## config.mk

```make
export PLATFORM = sky130hd
export DESIGN_NAME = serial_subtractor
export DESIGN_NICKNAME = d
export VERILOG_FILES = /design/src/rtl/serial_subtractor.sv
export SDC_FILE = /design/constraint.sdc
export NUM_CORES = 1
export LEC_CHECK = 0
export CORE_ASPECT_RATIO = 0.75
export CORE_MARGIN = 3
export CORE_UTILIZATION = 49
export DETAILED_ROUTE_END_ITERATION = 12
export PLACE_DENSITY = 0.89
export SETUP_SLACK_MARGIN = 0.15
export SYNTH_ARGS = -nofsm -noshare
export SYNTH_HDL_FRONTEND = slang
export SYNTH_SLANG_ARGS = --single-unit
```

## constraint.sdc

```tcl
create_clock -name clk -period 1.85 [get_ports clk]
set_clock_uncertainty 0.2 [all_clocks]
set_input_delay 0.2775 -clock clk [delete_from_list [all_inputs] [get_ports clk]]
set_output_delay 0.2775 -clock clk [all_outputs]
set_load 0.01 [all_outputs]
```

## src/rtl/serial_subtractor.sv

```systemverilog
// Bit-serial adder/subtractor: one full-adder cell and a carry flip-flop process
// one operand bit per clock, LSB first, and assemble the result in a shift register.
module serial_subtractor #(
  parameter int WIDTH = 4
) (
  input  logic             clk,
  input  logic             rst,
  input  logic             start,
  input  logic             mode,
  input  logic [WIDTH-1:0] a,
  input  logic [WIDTH-1:0] b,
  output logic             busy,
  output logic             done,
  output logic [WIDTH-1:0] result,
  output logic             cout,
  output logic             borrow,
  output logic             overflow
);

  typedef enum logic [1:0] {
    IDLE,
    SHIFT,
    DONE
  } state_t;

  localparam int CW = (WIDTH > 1) ? $clog2(WIDTH) : 1;

  state_t           state;
  state_t           state_next;
  logic [WIDTH-1:0] a_sh;
  logic [WIDTH-1:0] b_sh;
  logic             mode_r;
  logic             c;
  logic [CW-1:0]    cnt;

  logic             x;
  logic             y;
  logic             s;
  logic             c_next;
  logic             last_bit;

  // Subtraction is a + ~b + 1: b is inverted bit by bit and the carry starts at mode.
  assign x        = a_sh[0];
  assign y        = b_sh[0] ^ mode_r;
  assign s        = x ^ y ^ c;
  assign c_next   = ((x ^ y) & c) | (x & y);
  assign last_bit = (cnt == CW'(WIDTH - 1));

  // NOTE: sequential state uses non-blocking (<=) so every flop samples pre-edge values.
  always_ff @(posedge clk or posedge rst) begin
    if (rst) begin
      state <= IDLE;
    end else begin
      state <= state_next;
    end
  end

  // NOTE: every output of this block gets a default first, so no path can infer a latch.
  always_comb begin
    state_next = state;
    busy       = 1'b0;
    done       = 1'b0;
    case (state)
      IDLE: begin
        if (start) begin
          state_next = SHIFT;
        end
      end
      SHIFT: begin
        busy = 1'b1;
        if (last_bit) begin
          state_next = DONE;
        end
      end
      DONE: begin
        done       = 1'b1;
        state_next = IDLE;
      end
      default: begin
        state_next = IDLE;
      end
    endcase
  end

  always_ff @(posedge clk or posedge rst) begin
    if (rst) begin
      a_sh     <= '0;
      b_sh     <= '0;
      mode_r   <= 1'b0;
      c        <= 1'b0;
      cnt      <= '0;
      result   <= '0;
      cout     <= 1'b0;
      borrow   <= 1'b0;
      overflow <= 1'b0;
    end else begin
      case (state)
        IDLE: begin
          if (start) begin
            a_sh   <= a;
            b_sh   <= b;
            mode_r <= mode;
            c      <= mode;
            cnt    <= '0;
          end
        end
        SHIFT: begin
          a_sh   <= a_sh >> 1;
          b_sh   <= b_sh >> 1;
          result <= {s, result[WIDTH-1:1]};
          c      <= c_next;
          cnt    <= cnt + 1'b1;
          // Flags are taken while c still holds the carry into the MSB.
          if (last_bit) begin
            cout     <= c_next;
            borrow   <= mode_r & ~c_next;
            overflow <= c ^ c_next;
          end
        end
        default: begin
        end
      endcase
    end
  end

endmodule
```

# Yosys cells after proc, flatten, opt, wreduce, memory -nomap -nowiden
# Cells that the tools add are included.
[op_classes]
addsub = 1
eq_ne = 5
muxes = 13
bitwise_logic = 9
reduce_logical = 6
[ops]
columns = ["op", "n"]
rows = [
  ["case mux 4 bit (2 select lines)", 2],
  ["2-to-1 mux 4 bit", 2],
  ["case mux 2 bit (2 select lines)", 2],
  ["AND reduction 2 bit", 4],
  ["2-to-1 mux 2 bit", 3],
  ["== test 2 bit (second input constant)", 2],
  ["inequality test 2 bit (second input constant)", 2],
  ["XOR 1 bit", 4],
  ["bitwise AND 1 bit", 3],
  ["2-to-1 mux 1 bit", 3],
  ["adder 2 x 1 -> 2 bit (second input constant)", 1],
  ["== test 2 x 1 -> 1 bit (second input constant)", 1],
  ["zero test 2 bit", 1],
  ["case mux 1 bit (2 select lines)", 1],
  ["nonzero test 2 bit", 1],
  ["inverter 1 bit", 1],
  ["OR 1 bit", 1],
]
[totals]
regBits = 21
inputBits = 12

# Logic depth before layout (Yosys ltp)
[logic_depth]
depth_word = 6
mapped_depth = 5

# Worst setup path after synthesis
# Ideal clock, no wire load.
[synth_timing]
path_type = "register to register"
startpoint = "register mode_r"
endpoint = "register overflow"
setup_ns = 0.125
arrival_time_ns = 1.313
required_ns = 1.525
slack_ns = 0.212
path_stages_with_launch = 5
n_path_buf = 0
synth_period_minus_slack_ns = 1.638
cell_sequence = "dfrtp_1 -> xnor2_1 -> fa_1 -> xnor2_1 -> mux2_4"
[synth_via]
elab_chain_cells = 5
word_cells_on_any_way = 6
[synth_lines]
columns = ["element", "line_no", "text"]
rows = [
  ["from (decl)", "32", "logic mode_r;"],
  ["from (signal assigned)", "102", "mode_r <= mode;"],
  ["XOR 1 bit (*)", "44", "assign y = b_sh[0] ^ mode_r;"],
  ["XOR 1 bit", "46", "assign c_next = ((x ^ y) & c) | (x & y);"],
  ["bitwise AND 1 bit", "46", ""],
  ["OR 1 bit (*)", "46", ""],
  ["XOR 1 bit (*)", "117", "overflow <= c ^ c_next;"],
  ["to (signal assigned)", "117", ""],
  ["to (decl)", "17", "output logic overflow"],
]
# Every way passes the cells marked *; elsewhere a longest branch is shown, timed or not.
# A chain may end at the register's enable or synchronous reset.

# Worst setup path after layout
[layout_timing]
startpoint = "register state[1]"
endpoint = "register a_sh[2]"
[layout_via]
elab_chain_cells = 3
word_cells_on_any_way = 6
[layout_lines]
columns = ["element", "line_no", "text"]
rows = [
  ["from (decl)", "28", "state_t state;"],
  ["from (signal assigned)", "54", "state <= state_next;"],
  ["== test 2 x 1 -> 1 bit / zero test 2 bit (equally long branches)", "97", "case (state)"],
  ["nonzero test 2 bit (no line) / inequality test 2 bit (equally long branches)", "n/a", ""],
  ["AND reduction 2 bit (no line)", "n/a", ""],
  ["to (signal assigned)", "108", "a_sh <= a_sh >> 1;"],
  ["to (decl)", "30", "logic [WIDTH-1:0] a_sh;"],
]
# Parallel ways exist; a longest one is shown, timed or not.

==> run_results.csv <==
group,metric,value,unit
power,internal_power,1480,uW
global_routing,grt_antenna_before_repair,0,
setup_path,worst-r2r-setup-slack,0.13,ns
floorplan,num_rows,13,
sta,hold_violations,0,
yosys,syn-cell-area,1030,um2
placed_design,hpwlAfterDp,1.52,mm
finish,drive_gt1_frac,0.333,
sta,tightestPinTransition,0.367,ns
power,comb_power_share,0.534,
route,post-route-drc-count,0,
setup_path,timing.setup.critical_path_class,"reg -> reg",
clock_tree,cts.sinks,21,
sta,max_freq,582,MHz
route,route.detailed.wl_per_inst,16.3,um
clock_tree,cts.clk_slew.worst_paths,0.11,ns
floorplan,start_util,0.557,
run_status,run_status,"completed",
yosys,number_of_enable_flip_flop_cells_after_synthesis,0,
sta,layout_min_cycle_time,1.72,ns
yosys,synth_warnings,0,
yosys,synth.yosys.seq_area_share,0.509,
floorplan,floorplan.die.width,59,um
route,detail_route.vias_per_cell,5.45,
global_routing,grt_overflow,0,
yosys,muxShareOfSynthArea,0.0970,
setup_path,setup.worst_path.end_class,"flop",
worst_hold_path,worstHoldPathType,"in -> async",
yosys,postSynth.asyncResetShare,1.00,
placed_design,dp_worst_setup_slack,0.00143,ns
finish,antennaDiodeCount,0,
route,ant_nets,0,
setup_path,cp.arrival,1.72,ns
finish,finish.instance_area,1400,um2
global_routing,total_track_usage,0.181,
yosys,largest_family_of_logic_cells_by_synthesized_area,"simple AND/OR/NAND/NOR gates",
global_routing,grt_pass1_wl,3.58,mm
setup_path,worstReg2RegEnd,"a_sh[2]",
placed_design,io_port_bufs,20,
clock_tree,cts_buffers,3,
clock_tree,post_cts_hold_buffer_count,0,
power,ir_worst_vdd,1080,uV
yosys,library_cells_used_by_synthesis,28,
clock_tree,clock_tree_from_tritoncts,"done",
route,drt_pre_antenna_iters,4,
power,switchingPower,817,uW
placed_design,globalplace.congestion,0.792,
clock_tree,clock_tree.htree_level_count,1,
sta,grt_setup_unrepaired,"true",
power,powerDensity,1640,nW/um2
setup_path,cp-start-kind,"flop",
power,sum_of_internal_switching_and_leakage_power,2300,uW
power,swShare,0.356,
yosys,simple_gate_area_share_of_the_yosys_netlist,0.144,
yosys,postSynthRegisterBits,21,
power,portion_of_total_power_attributed_to_the_clock_network,0.096,
finish,nFillCells,127,
sta,setup-tns-final,0,ns
route,detail_route.iter0.violations,28,
route,routed_wirelength,2.22,mm
yosys,synth_fa_ha_area_frac,0.0315,
floorplan,design.core.area,1850,um2
clock_tree,clk_root_buf,"sky130_fd_sc_hd__clkbuf_4",
finish,area_delta_synth_final,36.0,%
finish,finish.net_count,129,
sta,hold_ws,0.0921,ns
job,maxCapViolations,0,
clock_tree,clock_latency,0.30,ns
yosys,synth_compound_gate_area_share,0.116,
sta,finalMaxSlewViolations,0,
yosys,synth_area_per_cell,12.9,um2
yosys,netlist_instances,80,
global_routing,grt_start_max_net_pins,22,
power,p_leak,0.000668,uW
floorplan,chipHeight,45.8,um
clock_tree,cts-root-to-sink-buffers,2,
setup_path,timing.critical_path.fanout_max,7,
sta,post_route_clock_period_utilization,0.928,
global_routing,first_global_vias,746,
yosys,synth_fp_nets,94,
sta,relSlewSlack,0.755,
floorplan,floorplan.io_pins,21,
yosys,synth_ff_type,"sky130_fd_sc_hd__dfrtp_1",
setup_path,reg2reg_from,"state[1]",
power,seq_power_share,0.370,
yosys,post_synth_xor_area_fraction,0.0170,
floorplan,floorplan_die_area,2700,um2
sta,setup_viol,0,
sta,timing.final.ws_setup,0.132,ns
placed_design,postPlaceCellArea,1270,um2
setup_path,reg2reg_depth,5,
setup_path,cp.required,1.85,ns
route,num_vias,741,
-- layer usage --
metal,global-route usage,part of all wire,wire length [um]
met5,0,0,0
met4,0.0136,0.0027,6
met3,0.0623,0.066,147
met1,0.252,0.45,992
met2,0.289,0.48,1070
-- state kept, by name, summed over array words and instances, names as in the netlist --
name,flops
a_sh,4
borrow,1
cout,1
b_sh,4
mode_r,1
state,2
overflow,1
c,1
result,4
cnt,2
-- power by group through the flow --
stage	registers, uW	logic, uW	clock network, uW
5_1_grt	873	1340	251
3_5_place_dp	843	1130	0
4_1_cts	831	1160	226
3_3_place_gp	831	1090	0
2_1_floorplan	836	762	0
6_report	849	1230	220
-- what timing repair did --
action                     CTS  global route
gates resized for setup     12            15
pin swaps                    0             3
setup endpoints to repair    7            13
buffers inserted             5             3
-- cell usage in the layout (no fill, tap or decap) --
master,n
sky130_fd_sc_hd__dlymetal6s2s_1,3
sky130_fd_sc_hd__o221a_2,3
sky130_fd_sc_hd__o21bai_1,1
sky130_fd_sc_hd__inv_4,1
sky130_fd_sc_hd__buf_6,6
sky130_fd_sc_hd__nor4bb_1,1
sky130_fd_sc_hd__or4b_4,1
sky130_fd_sc_hd__nand2b_1,2
sky130_fd_sc_hd__nand2_1,1
sky130_fd_sc_hd__nor2b_4,1
sky130_fd_sc_hd__mux2i_1,4
sky130_fd_sc_hd__buf_2,1
sky130_fd_sc_hd__ha_1,1
sky130_fd_sc_hd__o221a_4,1
sky130_fd_sc_hd__buf_4,11
sky130_fd_sc_hd__nor4b_1,3
sky130_fd_sc_hd__mux2_4,1
sky130_fd_sc_hd__dlygate4sd2_1,4
sky130_fd_sc_hd__and3b_2,1
sky130_fd_sc_hd__or4b_1,3
sky130_fd_sc_hd__a211o_1,2
sky130_fd_sc_hd__mux2_2,4
sky130_fd_sc_hd__dfrtp_1,21
sky130_fd_sc_hd__clkbuf_4,3
sky130_fd_sc_hd__and4bb_2,1
sky130_fd_sc_hd__a21oi_1,1
sky130_fd_sc_hd__a22o_1,1
sky130_fd_sc_hd__nand2b_4,1
sky130_fd_sc_hd__nor3b_1,3
sky130_fd_sc_hd__inv_1,8
sky130_fd_sc_hd__a221oi_1,3
sky130_fd_sc_hd__fa_2,1
sky130_fd_sc_hd__o21ba_2,1
sky130_fd_sc_hd__xnor2_1,2
sky130_fd_sc_hd__clkbuf_1,1
sky130_fd_sc_hd__clkdlybuf4s50_1,11
-- cell type report --
class / instances / area (um2) / share of cell area
timing repair buffer: 36 / 338 / 0.241
tap: 22 / 27.5 / 0.0196
sequential: 21 / 526 / 0.374
clock buffer: 4 / 26.3 / 0.0187
multi-input combinational: 44 / 450 / 0.321
inverter: 9 / 36.3 / 0.0258
-- Yosys cell counts (2+ instances only) --
library cell	instances	area share
sky130_fd_sc_hd__nor3b_1	3	0.022
sky130_fd_sc_hd__a221oi_1	3	0.025
sky130_fd_sc_hd__xnor2_1	2	0.017
sky130_fd_sc_hd__dfrtp_1	21	0.51
sky130_fd_sc_hd__buf_6	3	0.033
sky130_fd_sc_hd__o221a_2	4	0.044
sky130_fd_sc_hd__buf_2	2	0.0097
sky130_fd_sc_hd__nand2b_1	3	0.018
sky130_fd_sc_hd__a211o_1	2	0.017
sky130_fd_sc_hd__nor4b_1	3	0.025
sky130_fd_sc_hd__inv_1	8	0.029
sky130_fd_sc_hd__mux2_2	4	0.044
sky130_fd_sc_hd__mux2i_1	4	0.039
sky130_fd_sc_hd__or4b_1	4	0.039
-- metrics by stage --
step / std cells / utilization
final: 136 / 0.757
after global routing: 136 / 0.757
after CTS: 133 / 0.719
after detailed placement: 124 / 0.684
after global placement: 124 / 0.684
after floorplan: 80 / -
-- critical path, stage by stage, from the launching register on --
cell	delay, ns
sky130_fd_sc_hd__dfrtp_1	0.43
sky130_fd_sc_hd__buf_6	0.14
sky130_fd_sc_hd__buf_6	0.11
sky130_fd_sc_hd__buf_6	0.12
sky130_fd_sc_hd__or4b_4	0.48
sky130_fd_sc_hd__o221a_4	0.13
-- logic make-up (layout without fill, tap and decap cells) --
kind of cell	Yosys count	in the layout
XOR/XNOR	2	2
buffers and inverters	15	49
multiplexers	9	9
AND/OR/NAND/NOR	18	18
AO/OA/AOI/OAI	13	13
adder cells (fa/ha/maj)	2	2
flip-flops	21	21
-- how the worst max path moves through the flow --
stage / start / endpoint
after floorplan: mode_r / overflow
after global placement: start / a_sh[2]
after detailed placement: start / a_sh[2]
after CTS: state[1] / a_sh[2]
after global routing: state[1] / done
final: state[1] / a_sh[2]
Note: power is estimated with default switching activity, not from simulation.
